==> src/rtl/dtt_xbar_pkg.sv <==
// Shared types and helpers for the crossbar output arbiters.
package dtt_xbar_pkg;

  typedef enum logic {
    ARB_IDLE   = 1'b0,
    ARB_LOCKED = 1'b1
  } xbar_arb_state_e;

  // Upper bound on inputs the round-robin search can handle.
  localparam int RR_MAX = 32;

  // Round-robin search: first set bit of req at or after ptr, wrapping at n.
  function automatic void rr_pick(
    input  logic [RR_MAX-1:0] req,
    input  int                n,
    input  int                ptr,
    output int                win,
    output logic              found
  );
    int idx;
    win   = 0;
    found = 1'b0;
    for (int k = 0; k < RR_MAX; k++) begin
      idx = ptr + k;
      if (idx >= n) idx = idx - n;
      if (k < n && !found && req[idx[4:0]]) begin
        found = 1'b1;
        win   = idx;
      end
    end
  endfunction

endpackage

==> src/rtl/dtt_crossbar_arbiter_if.sv <==
// Request / switch-control bundle between input ports, arbiter and switch.
interface dtt_crossbar_arbiter_if #(
  parameter int N_IN  = 4,
  parameter int N_OUT = 4,
  parameter int IN_W  = $clog2(N_IN),
  parameter int OUT_W = $clog2(N_OUT)
);
  logic [N_IN-1:0]             req_valid;
  logic [N_IN-1:0][OUT_W-1:0]  req_dest;
  logic [N_IN-1:0]             req_last;
  logic [N_IN-1:0]             req_ready;
  logic [N_OUT-1:0]            out_ready;
  logic [N_OUT-1:0][IN_W-1:0]  xbar_sel;
  logic [N_OUT-1:0]            xbar_valid;
  logic [N_OUT-1:0]            busy;

  modport master (
    output req_valid, req_dest, req_last, out_ready,
    input  req_ready, xbar_sel, xbar_valid, busy
  );

  modport slave (
    input  req_valid, req_dest, req_last, out_ready,
    output req_ready, xbar_sel, xbar_valid, busy
  );
endinterface

==> src/rtl/dtt_rr_out_arbiter.sv <==
// One output's arbiter: round-robin grant, packet lock, per-input ready.
module dtt_rr_out_arbiter #(
  parameter int N_IN  = 4,
  parameter int N_OUT = 4,
  parameter int IN_W  = $clog2(N_IN),
  parameter int OUT_W = $clog2(N_OUT),
  parameter int O     = 0
) (
  input  logic                       clk,
  input  logic                       rst,
  input  logic [N_IN-1:0]            req_valid,
  input  logic [N_IN-1:0][OUT_W-1:0] req_dest,
  input  logic [N_IN-1:0]            req_last,
  input  logic                       out_ready,
  output logic [N_IN-1:0]            ready_vec,
  output logic                       xbar_valid,
  output logic [IN_W-1:0]            xbar_sel,
  output logic                       busy
);
  import dtt_xbar_pkg::*;

  xbar_arb_state_e   state;
  logic [IN_W-1:0]   gnt;
  logic [IN_W-1:0]   rr;
  logic [N_IN-1:0]   cand;
  logic [RR_MAX-1:0] cand_ext;
  int                pick_win;
  logic              pick_found;
  logic [IN_W-1:0]   nxt_rr;
  logic              fire;

  // Inputs currently asking for this output.
  always_comb begin
    cand     = '0;
    cand_ext = '0;
    for (int i = 0; i < N_IN; i++)
      cand[i] = req_valid[i] && (req_dest[i] == OUT_W'(O));
    cand_ext[N_IN-1:0] = cand;
  end

  // Round-robin winner starting at the pointer.
  always_comb begin
    pick_win   = 0;
    pick_found = 1'b0;
    rr_pick(cand_ext, N_IN, int'(rr), pick_win, pick_found);
  end

  assign nxt_rr = (pick_win == N_IN - 1) ? '0 : IN_W'(pick_win + 1);

  // A beat passes only while locked and the owner still targets us.
  assign fire = (state == ARB_LOCKED) && req_valid[gnt] &&
                (req_dest[gnt] == OUT_W'(O)) && out_ready;

  // Ready goes only to the owning input.
  always_comb begin
    ready_vec      = '0;
    ready_vec[gnt] = fire;
  end

  assign xbar_valid = fire;
  assign xbar_sel   = gnt;
  assign busy       = (state == ARB_LOCKED);

  // Grant on IDLE, release after the last beat; pointer moves only on grant.
  always_ff @(posedge clk or posedge rst) begin
    if (rst) begin
      state <= ARB_IDLE;
      gnt   <= '0;
      rr    <= '0;
    end else begin
      case (state)
        ARB_IDLE: if (pick_found) begin
          gnt   <= IN_W'(pick_win);
          rr    <= nxt_rr;
          state <= ARB_LOCKED;
        end
        ARB_LOCKED: if (fire && req_last[gnt]) state <= ARB_IDLE;
        default: state <= ARB_IDLE;
      endcase
    end
  end

endmodule

==> src/rtl/dtt_crossbar_arbiter.sv <==
// Crossbar scheduler: one round-robin arbiter per output, readies ORed per input.
module dtt_crossbar_arbiter #(
  parameter int N_IN  = 4,
  parameter int N_OUT = 4,
  parameter int IN_W  = $clog2(N_IN),
  parameter int OUT_W = $clog2(N_OUT)
) (
  input logic                   clk,
  input logic                   rst,
  dtt_crossbar_arbiter_if.slave bus
);
  import dtt_xbar_pkg::*;

  logic [N_OUT-1:0][N_IN-1:0] rdy;
  logic [N_OUT-1:0][IN_W-1:0] sel;
  logic [N_OUT-1:0]           xv;
  logic [N_OUT-1:0]           bsy;
  logic [N_IN-1:0]            rdy_or;

  for (genvar o = 0; o < N_OUT; o++) begin : g_out
    dtt_rr_out_arbiter #(
      .N_IN(N_IN), .N_OUT(N_OUT), .IN_W(IN_W), .OUT_W(OUT_W), .O(o)
    ) u_arb (
      .clk        (clk),
      .rst        (rst),
      .req_valid  (bus.req_valid),
      .req_dest   (bus.req_dest),
      .req_last   (bus.req_last),
      .out_ready  (bus.out_ready[o]),
      .ready_vec  (rdy[o]),
      .xbar_valid (xv[o]),
      .xbar_sel   (sel[o]),
      .busy       (bsy[o])
    );
  end

  // Each input has one destination, so at most one term is set per input.
  always_comb begin
    rdy_or = '0;
    for (int o = 0; o < N_OUT; o++) rdy_or = rdy_or | rdy[o];
  end

  assign bus.req_ready  = rdy_or;
  assign bus.xbar_sel   = sel;
  assign bus.xbar_valid = xv;
  assign bus.busy       = bsy;

endmodule

==> src/flat_wrapper.sv <==
// flat-port wrapper written by rule: the top's interface ports become plain ports
module dtt_crossbar_arbiter_flat import dtt_xbar_pkg::*;
#(
  parameter int N_IN  = 4,
  parameter int N_OUT = 4,
  parameter int IN_W  = $clog2(N_IN),
  parameter int OUT_W = $clog2(N_OUT)
)
  (clk, rst, bus_req_valid, bus_req_dest, bus_req_last, bus_out_ready, bus_req_ready, bus_xbar_sel, bus_xbar_valid, bus_busy);
  dtt_crossbar_arbiter_if #(.N_IN(N_IN), .N_OUT(N_OUT), .IN_W(IN_W), .OUT_W(OUT_W)) bus_i ();
  input logic clk;
  input logic rst;
  input wire logic [$bits(bus_i.req_valid)-1:0] bus_req_valid;
  input wire logic [$bits(bus_i.req_dest)-1:0] bus_req_dest;
  input wire logic [$bits(bus_i.req_last)-1:0] bus_req_last;
  input wire logic [$bits(bus_i.out_ready)-1:0] bus_out_ready;
  output wire logic [$bits(bus_i.req_ready)-1:0] bus_req_ready;
  output wire logic [$bits(bus_i.xbar_sel)-1:0] bus_xbar_sel;
  output wire logic [$bits(bus_i.xbar_valid)-1:0] bus_xbar_valid;
  output wire logic [$bits(bus_i.busy)-1:0] bus_busy;
  assign bus_i.req_valid = bus_req_valid;
  assign bus_i.req_dest = bus_req_dest;
  assign bus_i.req_last = bus_req_last;
  assign bus_i.out_ready = bus_out_ready;
  assign bus_req_ready = bus_i.req_ready;
  assign bus_xbar_sel = bus_i.xbar_sel;
  assign bus_xbar_valid = bus_i.xbar_valid;
  assign bus_busy = bus_i.busy;
  dtt_crossbar_arbiter #(.N_IN(N_IN), .N_OUT(N_OUT), .IN_W(IN_W), .OUT_W(OUT_W)) u_core (.clk(clk), .rst(rst), .bus(bus_i));
endmodule
==> config.mk <==
export PLATFORM = sky130hd
export DESIGN_NAME = dtt_crossbar_arbiter_flat
export DESIGN_NICKNAME = d
export VERILOG_FILES = /design/src/rtl/dtt_xbar_pkg.sv /design/src/rtl/dtt_crossbar_arbiter_if.sv /design/src/rtl/dtt_rr_out_arbiter.sv /design/src/rtl/dtt_crossbar_arbiter.sv /design/src/flat_wrapper.sv
export SDC_FILE = /design/constraint.sdc
export NUM_CORES = 1
export LEC_CHECK = 0
export BUFFER_PORTS_ARGS = -buffer_cell sky130_fd_sc_hd__buf_2
export CAP_MARGIN = 10
export CORE_ASPECT_RATIO = 1.5
export CORE_MARGIN = 1.5
export CORE_UTILIZATION = 40
export DETAILED_ROUTE_END_ITERATION = 12
export PLACE_DENSITY = 0.66
export SYNTH_ARGS = -nofsm -noshare
export SYNTH_HDL_FRONTEND = slang
export SYNTH_HIERARCHICAL = 1
export SYNTH_SLANG_ARGS = --single-unit
export TNS_END_PERCENT = 100
==> constraint.sdc <==
create_clock -name clk -period 2.9 [get_ports clk]
set_input_delay 0.145 -clock clk [delete_from_list [all_inputs] [get_ports clk]]
set_output_delay 0.145 -clock clk [all_outputs]
set_load 0.05 [all_outputs]
==> results.toml <==
[synthesis]
yosys_warnings = 6
yosysSeqAreaShare_pct = 16.1
synthFlopType = "dfrtp_1"
syn_inst = 348
synth-seq-cells = 20
synth_edf_count = 0
synth_cell_type_count = 84
ys_async_sr_fraction_pct = 100
postSynthAreaPerCell_um2 = 8.92
syn_nets = 383
synthesis.area_um2 = 3100

[sta]
finClkSkew_ns = 0.000562
fin_setup_tns_ns = 0
tightestPinTransition_ns = 0.540
slew_headroom_pct = 63.8
post-route-period-util_pct = 94.6
setup-violations-final = 0
slew_violations = 0
grt_setup_unrepaired = "false"
hold_viol_final = 0
timing.fmax_ghz = 0.365
period_minus_slack_ns = 2.74

[detailed_routing]
drt_first_pass_iters = 5
num_vias = 3164
wirelength_mm = 9.41
postRouteAntennaNets = 0
drc_errors = 0
first_iter_violations = 400
vias_per_cell = 6.50
detail_route.wl_per_cell_um = 19.3

[floorplanning]
die_w_um = 74.9
die-area_um2 = 8310
num_rows = 39
die_h_um = 111
coreArea_um2 = 7560
ios = 42
initial_core_util_pct = 41.0

[final_layout]
antenna_cells = 0
drive_gt1_share_pct = 27.5
multi_input_area_um2 = 2440
mostFrequentLayoutCell = "buf_2"
stdcell_area_um2 = 3500
fin_cells = 487
final_cell_mix = "buf_2, nand2_1, dfrtp_1"
nNetsFinal = 422
fillers = 742
area_growth_pct = 12.7
fin_util_pct = 46.2
seqCellArea_um2 = 500

[clocking]
cts_buffers = 3
ctsHtreeMaxLevel = 1
clockBufferDepth = 2
worst_skew_pair.late_latency_ns = 0.25
root_buffer = "clkbuf_16"
cts.sinks = 20
cts_tree = "yes"
clk_pin_slew_ns = 0.06

[placed_design]
dp_hpwl_mm = 6.85
placed_cells = 483
dpl_cell_area_um2 = 3410
place.gp.congestion = 0.924
numPortBuffers = 41

[worst_setup_path]
r2r-end = "u_core/g_out[0].u_arb/rr[0]"
startpoint_type = "register"
r2r-start = "u_core/g_out[0].u_arb/rr[1]"
path_cells = "mux4_1, nand4_1, nor3_1, or4_1, buf_2"
crit_required_ns = 2.76
reg2reg_depth = 10
cp-end-kind = "output port"
critical_path_class = "reg2out"
critPathSlowestCell = "mux4_1"
slowest_delay_ns = 0.63
r2r_slack_ns = 0.26
arrival_ns = 2.60
cp_max_fo = 11

[power]
power_mw = 3.53
cellLeakagePower_nw = 1.50
ir_worst_vdd_mv = 0.514
power.density_nw_per_um2 = 1010

[global_route]
grt_max_degree = 23
grt_pass1_vias = 3123
gr-total-overflow = 0
track_usage_pct = 23.3
use_met3_pct = 2.00
use_met2_pct = 39.1
grt_pass1_wl_mm = 15.4
top_usage_layer = "met2"
antenna_found_initial = 0
grt_util_met1_pct = 29.7

[outcome]
status = "completed"

[min_path]
min_path_type = "in2async"

[flow_run]
drv_cap = 0
-- Yosys cell counts (all sizes together) (6+ instances only) --
library cell	n	area [um2]
nand2	24	90.1
dfrtp	20	500
inv	20	75.1
a21oi	19	98.9
nor2	17	66.3
nand4b	15	146
nand3	14	70.1
ha	13	163
buf	12	85.1
o211ai	12	109
o21ai	12	60.1
a211oi	11	92.6
and3	9	56.3
nor3	8	40.0
a221oi	7	67.6
a22oi	6	60.1
a31oi	6	58.8
and4bb	6	75.1
mux4	6	139
nand4	6	37.5
nor4	6	37.5
-- metrics by stage --
step           hold WS [ns]  setup slack (ns)
2_1_floorplan       -0.0765             0.132
3_3_place_gp          0.122             0.376
3_5_place_dp          0.126             0.299
4_1_cts               0.390             0.135
6_report              0.398             0.157
5_1_grt               0.432            0.0343
-- critical path: cells and delay by family (launching register included) --
| kind | cells | cell delay (ns) |
|---|---|---|
| AND/OR/NAND/NOR | 3 | 0.90 |
| multiplexers | 1 | 0.63 |
| flip-flops | 1 | 0.58 |
| buffers and inverters | 1 | 0.24 |
-- kinds of logic after synthesis --
group | count (synthesis) | synth area share (%)
xor gates and xnor gates | 1 | 0.282
buffers and inverters | 36 | 5.64
AOI/OAI and AO/OA | 117 | 32.0
and+or+nand+nor | 148 | 33.8
adders and majority gates | 13 | 5.24
DFF | 20 | 16.1
muxes | 13 | 6.94
-- where the power goes --
part	switching, mW	internal, mW
logic	1.63	0.986
clock network	0.102	0.182
registers	0.213	0.412
total	1.95	1.58
-- area by class of cell --
class	instances	area share [%]
Clock buffer	3	2.15
Sequential cell	20	14.3
Tap cell	102	3.65
Inverter	20	2.15
Multi-Input combinational cell	292	69.9
Timing Repair Buffer	50	7.87
-- sequential cells by signal, summed over array words and instances, names as in the netlist --
| name | cells |
|---|---|
| u_core/g_out.u_arb/busy | 4 |
| u_core/g_out.u_arb/rr | 8 |
| u_core/g_out.u_arb/xbar_sel | 8 |
-- repair_timing --
| action | 4_1_cts | 5_1_grt |
|---|---|---|
| hold buffers | 1 | 0 |
| resized for setup | 0 | 1 |
| setup endpoints to repair | 0 | 1 |
| hold endpoints to repair | 20 | 0 |
| buffers inserted | 0 | 0 |
-- worst max-delay path by stage --
stage | startpoint | endpoint | slack, ns | depth (start not counted)
after global routing | u_core/g_out[0].u_arb/rr[1] | u_core/g_out[0].u_arb/rr[0] | 0.03 | 10
final | u_core/g_out[0].u_arb/xbar_sel[0] | bus_req_ready[3] | 0.16 | 5
after global placement | u_core/g_out[0].u_arb/rr[0] | u_core/g_out[0].u_arb/rr[0] | 0.38 | 9
after detailed placement | u_core/g_out[0].u_arb/rr[1] | u_core/g_out[0].u_arb/rr[0] | 0.30 | 10
after floorplan | u_core/g_out[3].u_arb/xbar_sel[1] | bus_req_ready[1] | 0.13 | 4
after CTS | u_core/g_out[0].u_arb/xbar_sel[0] | bus_req_ready[0] | 0.14 | 5
-- layer usage --
layer  vias up  routed length (um)
li1       1497                   -
met1      1523                3890
met2       128                4820
met3        16                 509
met4         0                 196
met5         -                   0
Power figures use the tool's default switching activity.
